**src/rtl/prm_pkg.sv**
```systemverilog
// rtl/prm_pkg.sv - shared constants and FSM state type for the edge-result scanner
package prm_pkg;
   localparam int NUM_BANKS      = 4;
   localparam int WORDS_PER_BANK = 16;
   localparam int WORD_W         = 32;
   localparam int TOTAL_WORDS    = NUM_BANKS * WORDS_PER_BANK;
   localparam int ADDR_W         = 6;
   localparam int BIT_W          = $clog2(WORD_W);

   typedef enum logic [1:0] {IDLE, SCAN, DRAIN} state_t;
endpackage

```
**src/rtl/prm_scan_fifo.sv**
```systemverilog
// rtl/prm_scan_fifo.sv - synchronous FIFO whose head entry drives the output directly
module prm_scan_fifo #(
   parameter int WIDTH = 39,
   parameter int DEPTH = 4
) (
   input  logic             CLK,
   input  logic             RST_n,
   input  logic             i_push,
   input  logic [WIDTH-1:0] i_data,
   input  logic             i_pop,
   output logic [WIDTH-1:0] o_data,
   output logic             o_full,
   output logic             o_empty
);
   localparam int PTR_W = $clog2(DEPTH);

   logic [WIDTH-1:0] r_mem [DEPTH];
   logic [PTR_W-1:0] r_wr_ptr;
   logic [PTR_W-1:0] r_rd_ptr;
   logic [PTR_W:0]   r_count;
   logic             w_do_push;
   logic             w_do_pop;

   // push is gated by the start-of-cycle full flag, so a same-cycle pop never bypasses
   assign w_do_push = i_push && !o_full;
   assign w_do_pop  = i_pop && !o_empty;
   assign o_full    = (r_count == (PTR_W+1)'(DEPTH));
   assign o_empty   = (r_count == '0);
   assign o_data    = r_mem[r_rd_ptr];

   always_ff @(posedge CLK) begin
      if (!RST_n) begin
         r_wr_ptr <= '0;
         r_rd_ptr <= '0;
         r_count  <= '0;
         for (int i = 0; i < DEPTH; i++) r_mem[i] <= '0;
      end else begin
         if (w_do_push) begin
            r_mem[r_wr_ptr] <= i_data;
            r_wr_ptr        <= r_wr_ptr + PTR_W'(1);
         end
         if (w_do_pop) r_rd_ptr <= r_rd_ptr + PTR_W'(1);
         case ({w_do_push, w_do_pop})
            2'b10:   r_count <= r_count + (PTR_W+1)'(1);
            2'b01:   r_count <= r_count - (PTR_W+1)'(1);
            default: r_count <= r_count;
         endcase
      end
   end
endmodule

```
**src/rtl/prm_result_scan.sv**
```systemverilog
// rtl/prm_result_scan.sv - sweeps all result words through the readout mux, streams them
// out and accumulates set-bit count and lowest set-bit index
module prm_result_scan
   import prm_pkg::*;
#(
   parameter int FIFO_DEPTH = 4
) (
   input  logic              CLK,
   input  logic              RST_n,
   input  logic              start,
   output logic [2:0]        sel1,
   output logic [7:0]        sel2,
   input  logic [WORD_W-1:0] result_imp,
   output logic [WORD_W-1:0] m_data,
   output logic [5:0]        m_index,
   output logic              m_last,
   output logic              m_valid,
   input  logic              m_ready,
   output logic              busy,
   output logic              done,
   output logic [11:0]       hit_count,
   output logic [10:0]       first_hit,
   output logic              first_hit_valid
);
   localparam logic [ADDR_W-1:0] LAST_ADDR = ADDR_W'(TOTAL_WORDS - 1);
   localparam logic [11:0]       HIT_MAX   = 12'd2047;
   localparam int                ENTRY_W   = WORD_W + ADDR_W + 1;

   function automatic logic [BIT_W:0] popcount(input logic [WORD_W-1:0] w);
      popcount = '0;
      for (int i = 0; i < WORD_W; i++) popcount = popcount + (BIT_W+1)'(w[i]);
   endfunction

   function automatic logic [BIT_W-1:0] lowest_set(input logic [WORD_W-1:0] w);
      lowest_set = '0;
      for (int i = WORD_W - 1; i >= 0; i--) if (w[i]) lowest_set = BIT_W'(i);
   endfunction

   state_t              r_state;
   state_t              w_next_state;
   logic [ADDR_W-1:0]   r_addr;
   logic [11:0]         r_hit_count;
   logic [10:0]         r_first_hit;
   logic                r_first_hit_valid;
   logic                w_push;
   logic                w_full;
   logic                w_empty;
   logic [ENTRY_W-1:0]  w_head;
   logic [12:0]         w_hit_sum;
   logic [11:0]         w_hit_next;

   assign sel1      = {1'b0, r_addr[5:4]};
   assign sel2      = {4'b0, r_addr[3:0]};
   assign busy      = (r_state != IDLE);
   assign w_push    = (r_state == SCAN) && !w_full;
   assign m_valid   = !w_empty;
   assign m_data    = w_head[WORD_W-1:0];
   assign m_index   = w_head[WORD_W +: ADDR_W];
   assign m_last    = w_head[ENTRY_W-1];
   assign hit_count = r_hit_count;
   assign first_hit = r_first_hit;
   assign first_hit_valid = r_first_hit_valid;

   assign w_hit_sum  = {1'b0, r_hit_count} + 13'(popcount(result_imp));
   assign w_hit_next = (w_hit_sum > 13'(HIT_MAX)) ? HIT_MAX : w_hit_sum[11:0];

   prm_scan_fifo #(
      .WIDTH (ENTRY_W),
      .DEPTH (FIFO_DEPTH)
   ) u_fifo (
      .CLK     (CLK),
      .RST_n   (RST_n),
      .i_push  (w_push),
      .i_data  ({(r_addr == LAST_ADDR), r_addr, result_imp}),
      .i_pop   (m_ready),
      .o_data  (w_head),
      .o_full  (w_full),
      .o_empty (w_empty)
   );

   always_ff @(posedge CLK) begin
      if (!RST_n) r_state <= IDLE;
      else        r_state <= w_next_state;
   end

   always_comb begin
      w_next_state = r_state;
      done         = 1'b0;
      case (r_state)
         IDLE:  if (start) w_next_state = SCAN;
         SCAN:  if (w_push && r_addr == LAST_ADDR) w_next_state = DRAIN;
         DRAIN: if (w_empty) begin
            done         = 1'b1;
            w_next_state = IDLE;
         end
         default: w_next_state = IDLE;
      endcase
   end

   always_ff @(posedge CLK) begin
      if (!RST_n) begin
         r_addr            <= '0;
         r_hit_count       <= '0;
         r_first_hit       <= '0;
         r_first_hit_valid <= 1'b0;
      end else if (r_state == IDLE && start) begin
         r_addr            <= '0;
         r_hit_count       <= '0;
         r_first_hit       <= '0;
         r_first_hit_valid <= 1'b0;
      end else if (w_push) begin
         // the word sampled here was addressed by r_addr for the whole cycle
         r_addr      <= r_addr + ADDR_W'(1);
         r_hit_count <= w_hit_next;
         if (!r_first_hit_valid && result_imp != '0) begin
            r_first_hit       <= {r_addr, lowest_set(result_imp)};
            r_first_hit_valid <= 1'b1;
         end
      end
   end
endmodule

```
**config.mk**
```make
export PLATFORM = sky130hd
export DESIGN_NAME = prm_result_scan
export DESIGN_NICKNAME = d
export VERILOG_FILES = /design/src/rtl/prm_pkg.sv /design/src/rtl/prm_scan_fifo.sv /design/src/rtl/prm_result_scan.sv
export SDC_FILE = /design/constraint.sdc
export NUM_CORES = 1
export LEC_CHECK = 0
export ABC_AREA = 0
export CORE_UTILIZATION = 25
export CTS_CLUSTER_DIAMETER = 40
export DETAILED_ROUTE_END_ITERATION = 8
export SKIP_LAST_GASP = 1
export SYNTH_ARGS = -nofsm -noshare
export SYNTH_HDL_FRONTEND = slang
export SYNTH_SLANG_ARGS = --single-unit
```
**constraint.sdc**
```tcl
create_clock -name CLK -period 5.79 [get_ports CLK]
set_clock_uncertainty 0.1 [all_clocks]
set_input_delay 1.158 -clock CLK [delete_from_list [all_inputs] [get_ports CLK]]
set_output_delay 1.158 -clock CLK [all_outputs]
set_load 0.05 [all_outputs]
```
# After elaboration in Yosys (flattened, before gate mapping)
# Memory sizes are Yosys's and may differ from the RTL's. A register that Yosys moved wholly into a read port is not among the register bits.
# Index checks and enable logic that the tools add are counted.
[word_totals] register_bits=39 mem_bits_rw=156 output_inout_bits=77 elab_cells=124 memories=1
[mem_list] memory="u_fifo.r_mem" words=4 width=39 rd=1 rd_clocked_by_memory_dff=1 write_ports=4 line="prm_scan_fifo.sv:17" source="logic [WIDTH-1:0] r_mem [DEPTH];"
[classes] add_sub_neg=37 order_cmp=1 n_eq_ne=9 mux=49 n_bitwise=1 reduce_logical=18
[ops] operator="$mux 5" n=32
[ops] operator="$add 6x1->6" n=26
[ops] operator="$mux 39" n=1
[ops] operator="$reduce_or 39->1" n=1
[ops] operator="$reduce_bool 32->1" n=1
[ops] operator="$add 12x6->13" n=1
[ops] operator="$gt 13x11->1 const B" n=1
[ops] operator="$mux 12" n=1
[ops] operator="$mux 2" n=6
[ops] operator="$mux 1" n=7
[ops] operator="$add 5x1->6" n=1
[ops] operator="$add 6x1->6 const B" n=1
[ops] operator="$eq 6x6->1 const B" n=1
[ops] operator="$logic_and 1x1->1" n=6
[ops] operator="$pmux 2 s3" n=1
[ops] operator="$pmux 3 s2" n=1
[ops] operator="$add 4x1->5" n=1
[ops] operator="$add 2x1->2 const B" n=2
[ops] operator="$add 3x1->4" n=1
[ops] operator="$eq 2x1->1 const B" n=2
[ops] operator="$eq 2x2->1 const B" n=2
[ops] operator="$ne 2x1->1 const B" n=2
[ops] operator="$reduce_bool 2->1" n=2
[ops] operator="$add 2x1->3" n=1
[ops] operator="12 further kinds" n=14

# Logic depth before layout (Yosys ltp)
# Gate-level depths: netlist (run 1).
[depth] word_depth=34 depth_mapped=16 mapped_depth_nobuf=16

# Hierarchy
# From an unflattened synthesis (run 1), not the netlist that was laid out.
[unflattened] hier_cells=748 area_unflattened_um2=9978.3
[modules_own_cells] mod="prm_scan_fifo" instances=1 cells_per_inst=429 area_each_um2=7205.7 seq_area_each_um2=4864.7
[modules_own_cells] mod="prm_result_scan" instances=1 cells_per_inst=319 area_each_um2=2772.7 seq_area_each_um2=640.6

# Worst setup path after synthesis (run 1)
# No wires, ideal clock.
[synth_timing] path_type="input -> register" start="in result_imp[0]" end="reg r_hit_count[0] (netlist: hit_count[0])" setup_ps=95 arrival_time_ps=5944 t_required_ps=5595 path_slack_ps=-349 cell_stages=14 n_path_buf=0 cell_sequence="fa_1 -> inv_1 -> fa_1 -> fa_1 -> fa_1 -> fa_1 -> fa_1 -> fa_1 -> fa_1 -> nor2b_1 -> o311ai_0 -> a21oi_1 -> o22ai_1 -> a221oi_1"
[synth_between] elab_chain_len=34
[synth_rtl] element="start: declaration" line="prm_result_scan.sv:13" source="input logic [WORD_W-1:0] result_imp,"
[synth_rtl] element="$add 1x1->2 *" line="prm_result_scan.sv:31" source="for (int i = 0; i < WORD_W; i++) popcount = popcount + (BIT_W+1)'(w[i]);"
[synth_rtl] element="$add 2x1->3 *" line="prm_result_scan.sv:31"
[synth_rtl] element="$add 3x1->4 *" line="prm_result_scan.sv:31"
[synth_rtl] element="$add 4x1->5 *" line="prm_result_scan.sv:31"
[synth_rtl] element="$add 5x1->6 *" line="prm_result_scan.sv:31"
[synth_rtl] element="$add 6x1->6 * (26 in series)" line="prm_result_scan.sv:31"
[synth_rtl] element="$add 12x6->13 *" line="prm_result_scan.sv:64" source="assign w_hit_sum = {1'b0, r_hit_count} + 13'(popcount(result_imp));"
[synth_rtl] element="$gt 13x11->1" line="prm_result_scan.sv:65" source="assign w_hit_next = (w_hit_sum > 13'(HIT_MAX)) ? HIT_MAX : w_hit_sum[11:0];"
[synth_rtl] element="$mux 12 *" line="prm_result_scan.sv:65"
[synth_rtl] element="end signal: assignment" line="prm_result_scan.sv:114" source="r_hit_count <= w_hit_next;"
[synth_rtl] element="end: declaration" line="prm_result_scan.sv:42" source="logic [11:0] r_hit_count;"
# Every way passes the cells marked *; elsewhere a longest branch is shown, timed or not.
# A chain may end at the register's enable or synchronous reset.

# Final worst setup path (run 1)
[layout_timing] start="in result_imp[19]" end="reg r_hit_count[9] (netlist: hit_count[9])"
[layout_between] elab_chain_len=16
[layout_rtl] element="$add 6x1->6 * (13 in series)" line="prm_result_scan.sv:31"
[layout_rtl] element="$add 12x6->13 *" line="prm_result_scan.sv:64"
[layout_rtl] element="$gt 13x11->1" line="prm_result_scan.sv:65"
[layout_rtl] element="$mux 12 *" line="prm_result_scan.sv:65"
# Marks and branches as above.

==> results of run 1 <==
[what timing repair did]
action / 4_1_cts / 5_1_grt
pin swaps: 23 / 21
setup endpoints to repair: 11 / 11
buffers inserted: 2 / 0
gates resized for setup: 74 / 15
endpoints found under the hold margin: 0 / 0
hold buffers: 0 / 0
[cells by family after synthesis]
| logic type | count (synthesis) | share of synthesized area |
|---|---|---|
| AO/OA/AOI/OAI | 74 | 0.0500 |
| XOR/XNOR | 16 | 0.0142 |
| adder cells (fa/ha/maj) | 45 | 0.0776 |
| buffers and inverters | 98 | 0.0420 |
| flip-flops | 197 | 0.558 |
| multiplexers | 45 | 0.0951 |
| other | 1 | 0.000380 |
| AND/OR/NAND/NOR | 283 | 0.163 |
[through the flow]
| stage | utilization | cells | setup WS, ns |
|---|---|---|---|
| 2_1_floorplan | - | 763 | -0.137 |
| 3_3_place_gp | 0.308 | 1414 | -0.974 |
| 3_5_place_dp | 0.308 | 1414 | -0.951 |
| 4_1_cts | 0.325 | 1448 | -0.197 |
| 5_1_grt | 0.326 | 1448 | -0.180 |
| 6_report | 0.326 | 1448 | -0.0318 |
[metal layers]
| metal | track usage | wire length, microns | up-vias |
|---|---|---|---|
| met3 | 0.0289 | 1570 | 22 |
| li1 | - | - | 3085 |
| met5 | 0 | 0 | - |
| met4 | 0.0439 | 477 | 0 |
| met2 | 0.238 | 14000 | 183 |
| met1 | 0.189 | 12300 | 3359 |
[layout by cell type, fill, tap and decap left out, types with 3 or more instances in the layout]
master / count
edfxtp_1: 156
and2_1: 98
clkdlybuf4s50_1: 92
buf_4: 71
nor2_1: 61
inv_1: 43
mux4_2: 39
dfxtp_1: 39
nor4_1: 29
fa_1: 23
and3_1: 22
nand2_1: 18
ha_1: 18
clkbuf_16: 17
o21ai_0: 15
a21oi_1: 12
xor2_1: 10
inv_2: 9
nor3_1: 7
o31ai_1: 7
buf_2: 7
o211ai_1: 6
xnor2_1: 6
mux2i_1: 6
inv_6: 6
or3_1: 5
nand2b_1: 5
conb_1: 5
nand3_1: 4
nor2b_1: 4
nand4_1: 4
a21oi_2: 4
or4_1: 4
fa_2: 4
nand2b_2: 3
a21oi_4: 3
clkinv_4: 3
buf_6: 3
clkbuf_2: 3
[worst reg2reg max path, stage by stage, from the launching register on]
cell and delay (ns):
dfxtp_1 0.38, inv_1 0.14, fa_2 0.63, fa_1 0.44, fa_1 0.47, fa_1 0.54, fa_1 0.46, fa_2 0.37
fa_2 0.37, nor2b_4 0.15, o311ai_4 0.11, a211o_1 0.28, and4_4 0.16, a221oi_2 0.24
[sequential cells by signal, summed over array words and instances (netlist names), named ones only]
name             cells
first_hit_valid      1
u_fifo.r_wr_ptr      2
u_fifo.r_mem       156
r_state              2
u_fifo.r_count       3
hit_count           12
r_addr               6
u_fifo.r_rd_ptr      2
first_hit           11
[area by class of cell]
class                           count  share of cell area
Tap cell                          518              0.0513
Clock buffer                       17              0.0336
Multi-Input combinational cell    468               0.325
Sequential cell                   197               0.436
Timing Repair Buffer              180               0.126
Inverter                           53              0.0157
Clock inverter                     15              0.0129
[worst min-delay path by stage]
stage | cells after the start | to | slack, ns | startpoint
2_1_floorplan | 1 | r_state[0] | 0.34 | r_state[1]
3_3_place_gp | 2 | first_hit[4] | 0.34 | first_hit[4]
3_5_place_dp | 2 | first_hit[4] | 0.35 | first_hit[4]
4_1_cts | 2 | first_hit[3] | 0.36 | first_hit[3]
5_1_grt | 2 | first_hit[4] | 0.38 | first_hit[4]
6_report | 2 | first_hit[3] | 0.36 | first_hit[3]
[Yosys cell counts (3+ instances only)]
cell      instances  area share
mux4_2           39       0.089
and4_1            3      0.0027
o31ai_1           7      0.0053
o211ai_1          6      0.0046
nor4_1           29       0.018
o21ai_0          15      0.0076
edfxtp_1        156        0.47
a211oi_1          3      0.0023
xnor2_1           6      0.0053
or3_1             5      0.0032
nand2_1          18      0.0068
ha_1             18       0.023
xor2_1           10      0.0089
o311ai_0          3      0.0027
nor2_1           62       0.024
and2_1           98       0.062
a21oi_1          19      0.0096
nand2b_1          8      0.0051
a221oi_1          3      0.0027
fa_1             27       0.055
or4_1             4      0.0030
nand3_1           4      0.0020
nor3_1            8      0.0041
nand4_1           4      0.0025
buf_1             3      0.0011
nor3b_1           4      0.0030
buf_4             5      0.0038
mux2i_1           6      0.0061
nor2b_1           5      0.0032
inv_1            52       0.020
buf_2             3      0.0015
clkbuf_1         32       0.012
dfxtp_1          41       0.083
and3_1           22       0.014
[report_power, final]
group | internal (mW) | leakage, nW | switching, mW
clock network | 0.614 | 0.282 | 0.590
registers | 1.64 | 1.95 | 0.0960
logic | 1.32 | 2.51 | 1.67
total | 3.58 | 4.75 | 2.36
==> impl_metrics.csv, run 1 <==
group,metric,value,unit
sta,fin_crit_sh,1.01,
critical_path,endpoint,"hit_count[9]",
drt,via_per_inst,4.59,
critical_path,worstReg2RegEnd,"hit_count[9]",
synthesis,avgSynthCellArea,13.0,sq um
clock_network,cts_buffers,17,
drt,antenna_left,0,
critical_path,crit_start,"result_imp[19]",
finish,multiInputGateArea,0.00411,sq mm
critical_path,crit_required,6.03,ns
place,gp_congestion,0.832,
clock_network,cts_tree,"done",
sta,grt_setup_unrepaired,"true",
global_routing,grt_max_degree,40,
synthesis,yosysWarnings,0,
critical_path,critical_path.slowest_cell,"fa_1",
place,hpwl,19.7,mm
place,place_area,0.0120,sq mm
floorplan,die_w,201,microns
critical_path,path_depth,15,
critical_path,criticalPathCategory,"primary input to flip-flop",
sta,max_slew_margin,0.305,
min_path,hold_class,"flip-flop to flip-flop",
pwr,power-per-cell-area,470,mW/mm^2
critical_path,reg2reg_depth,13,
floorplan,design.die.area,0.0403,sq mm
synthesis,ys.flop_type,"edfxtp_1",
synthesis,synth_seq_cells,197,
clock_network,path_clk_slew,0.07,ns
floorplan,dieHeight,201,microns
critical_path,cpPeakStageDelay,0.55,ns
run_status,status,"finished, violations left",
synthesis,ys_seq_area_frac,0.558,
critical_path,crit_path_end_kind,"flip-flop",
place,io_buffers,107,
clock_network,cts_root_buf,"clkbuf_16",
pwr,power.static_leakage,4.75,nW
clock_network,htree_levels,4,
critical_path,start_kind,"primary input",
sta,drv_slew,0,
global_routing,antenna_found_initial,0,
finish,seq_area,0.00551,sq mm
pwr,total_power,5.94,mW
sta,period_minus_slack,5.82,ns
drt,drc,0,
synthesis,async_flop_share,0,
synthesis,synth_edf_count,156,
floorplan,start_util,0.254,
clock_network,clk-insertion-delay-late,0.44,ns
critical_path,worst-path-max-fanout,3,
clock_network,clk_path_buf_depth,2,
drt,drt-initial-drc-count,451,
drt,dr.pass1.iters,5,
sta,hold_viol_final,0,
sta,setup_slack,-0.0318,ns
critical_path,critical_path_arrival,6.06,ns
sta,tightest_slew,1.04,ns
drt,wl_per_cell,19.6,microns
floorplan,rows,72,
global_routing,overflow,0,
run_status,violations,"setup timing",
critical_path,path_delay_family,"adder cells",
sta,holdWs,0.360,ns
global_routing,grt_pass1_wl,43.2,mm
finish,nets,998,
critical_path,r2r-start,"hit_count[0]",
synthesis,synth.distinct_cells,60,
drt,vias,6649,
finish,syn_to_final_growth,28.1,%
sta,max_freq,172,MHz
clock_network,clock_sinks,197,
critical_path,cp_common_cell,"fa_1",
sta,setup_violations,2,
synthesis,synth_area,0.00987,sq mm
synthesis,netlist_instances,759,
pwr,peakVddDrop,0.474,mV
critical_path,critPathBufInv,2,
drt,wirelength,28.4,mm
critical_path,worstPathCellList,"buf_8 > fa_1 > inv_2 > fa_1 > fa_1 > fa_1 > fa_1 > fa_1 > fa_2 > fa_2 > nor2b_4 > o311ai_4 > a211o_1 > and4_4 > a221oi_2",
finish,design_area,0.0126,sq mm
critical_path,r2r_setup_slack,0.84,ns
finish,n_antenna_cell,0,
sta,fin_setup_tns,-0.0498,ns
global_routing,grt_pass1_vias,6936,
job,cap_viol_max_count,0,
floorplan,io_pins,113,
finish,fillCellCount,3869,
finish,drive_gt1_frac,0.214,
global_routing,grt_usage,0.144,
floorplan,core_area,0.0388,sq mm
(Power assumes the default switching activity.)
==> inputs of run 2 (changes only) <==
- REMOVE_ABC_BUFFERS: default -> 1
==> impl_metrics.csv, run 2 (synthesis results as in run 1) <==
group,metric,value,unit
critical_path,critical_path_arrival,6.16,ns
finish,finalNonFillerCells,1457,
critical_path,cp_common_cell,"fa_1",
drt,antenna_left,0,
clock_network,cts_buffers,17,
run_status,violations,"setup timing",
drt,drc,0,
drt,wl_per_cell,19.9,microns
drt,wl_met3,1.95,mm
min_path,holdPathEnd,"r_state[0]",
drt,drt-initial-drc-count,537,
sta,max_freq,169,MHz
critical_path,worst-path-max-fanout,3,
sta,setup_slack,-0.118,ns
sta,tightest_slew,0.963,ns
critical_path,r2r-start,"hit_count[0]",
clock_network,hold_buffers,0,
clock_network,cts_tree,"done",
finish,mostFrequentLayoutCell,"edfxtp_1",
finish,syn_to_final_growth,28.6,%
global_routing,grt_usage,0.148,
global_routing,grt_pass1_wl,44.2,mm
finish,nets,1006,
global_routing,overflow,0,
clock_network,clock_sinks,197,
drt,dr.pass1.iters,5,
floorplan,die_w,201,microns
pwr,peakVddDrop,0.529,mV
critical_path,crit_path_end_kind,"flip-flop",
drt,vias,6711,
place,io_buffers,107,
place,hpwl,20.0,mm
pwr,power-per-cell-area,483,mW/mm^2
sta,period_minus_slack,5.91,ns
critical_path,crit_start,"result_imp[11]",
min_path,hold_path_startpoint,"r_state[1]",
sta,max_slew_margin,0.358,
run_status,status,"finished, violations left",
sta,drv_slew,0,
job,cap_viol_max_count,0,
critical_path,reg2reg_depth,14,
critical_path,worstReg2RegEnd,"hit_count[0]",
critical_path,crit_required,6.04,ns
drt,dr_wl_met2,14.1,mm
global_routing,grt_pass1_vias,6990,
finish,mostFrequentLayoutCells,"156 x edfxtp_1, 98 x and2_1, 92 x clkdlybuf4s50_1",
critical_path,critical_path.slowest_cell,"fa_2",
clock_network,cts_root_buf,"clkbuf_16",
critical_path,r2r_setup_slack,0.87,ns
floorplan,start_util,0.254,
min_path,hold_depth,1,
sta,fin_crit_sh,1.02,
drt,via_per_inst,4.61,
clock_network,path_clk_slew,0.07,ns
sta,grt_setup_unrepaired,"true",
clock_network,clk-insertion-delay-late,0.45,ns
floorplan,design.die.area,0.0403,sq mm
pwr,power.static_leakage,4.79,nW
critical_path,worstPathCellList,"buf_6 > fa_2 > inv_2 > fa_1 > fa_1 > fa_1 > fa_1 > fa_1 > fa_2 > fa_2 > nor2b_4 > o311ai_4 > a21oi_2 > o22ai_2 > buf_4 > a221oi_2",
min_path,hold_class,"flip-flop to flip-flop",
finish,drive_gt1_frac,0.220,
floorplan,rows,72,
drt,wl_met1,12.6,mm
sta,setup_violations,6,
finish,fin_util,0.327,
critical_path,start_kind,"primary input",
critical_path,criticalPathCategory,"primary input to flip-flop",
sta,fin_setup_tns,-0.319,ns
critical_path,path_delay_family,"adder cells",
drt,highest_layer,"met5",
finish,regMostFlops,"u_fifo.r_mem",
floorplan,core_area,0.0388,sq mm
critical_path,critPathBufInv,3,
global_routing,grt_max_degree,40,
sta,hold_viol_final,0,
clock_network,clk_path_buf_depth,2,
place,dp_cells,1421,
floorplan,dieHeight,201,microns
place,gp_congestion,0.874,
critical_path,cpPeakStageDelay,0.61,ns
global_routing,antenna_found_initial,3,
drt,wirelength,28.9,mm
finish,largest_reg_flops,156,
clock_network,htree_levels,4,
floorplan,io_pins,113,
sta,holdWs,0.391,ns
==> run 2: cell count changes in the layout (fill, tap and decap cells not counted), moves of 2 or more <==
cell      before  now
buf_4         71   78
a21oi_4        3    0
clkinv_2       0    3
clkinv_4       3    0
a21oi_2        4    6
inv_6          6    4
inv_8          2    4
==> run 2: layer usage <==
| layer | up-vias | GRT usage |
|---|---|---|
| li1 | 3105 | - |
| met1 | 3379 | 0.193 |
| met2 | 199 | 0.248 |
| met3 | 24 | 0.0372 |
| met4 | 4 | 0.0333 |
| met5 | - | 0 |
==> run 2: per-stage QoR <==
stage               setup slack [ns]  instance area, sq um  total power, mW
finish                        -0.118                 12700             6.12
global route                  -0.305                 12700             6.49
CTS                           -0.235                 12700             6.04
detailed placement             -1.20                 12000             4.59
global placement               -1.14                 12000             4.55
floorplan                     -0.352                  9670             3.39
==> run 2: power breakdown <==
group | internal, mW | switching [mW] | leakage (nW)
Combinational | 1.44 | 1.74 | 2.55
Sequential | 1.64 | 0.0671 | 1.95
Clock | 0.652 | 0.578 | 0.293
Total | 3.73 | 2.39 | 4.79
==> run 2: how the worst max path moves through the flow <==
stage          slack (ns)            to  cells after the start
2_1_floorplan       -0.35  hit_count[0]                     14
3_3_place_gp        -1.14  hit_count[9]                     15
3_5_place_dp        -1.20  hit_count[9]                     15
4_1_cts             -0.23  hit_count[9]                     15
5_1_grt             -0.30  hit_count[0]                     16
6_report            -0.12  hit_count[0]                     16
==> run 2: worst reg2reg max path, stage by stage, from the launching register on <==
cell and delay (ns):
dfxtp_1 0.34, inv_1 0.09, fa_1 0.57, fa_1 0.45, fa_1 0.53, fa_1 0.56, fa_1 0.46, fa_2 0.37
fa_2 0.38, nor2b_4 0.16, o311ai_4 0.12, a21oi_2 0.20, o22ai_2 0.14, buf_4 0.16, a221oi_2 0.21
==> run 2: final cells by class <==
type	instances	area (sq um)
Tap cell	518	648
Clock inverter	14	163
Timing Repair Buffer	188	1650
Sequential cell	197	5510
Antenna cell	1	2.50
Clock buffer	18	429
Fill cell	3848	26100
Multi-Input combinational cell	468	4080
Inverter	53	199
==> run 2: timing repair <==
action / in CTS / in global routing
pin swaps: 24 / 22
resized for setup: 79 / 15
endpoints found under the hold margin: 0 / 0
cloned: 0 / 0
endpoints found under the setup margin: 11 / 11
buffers inserted: 2 / 1
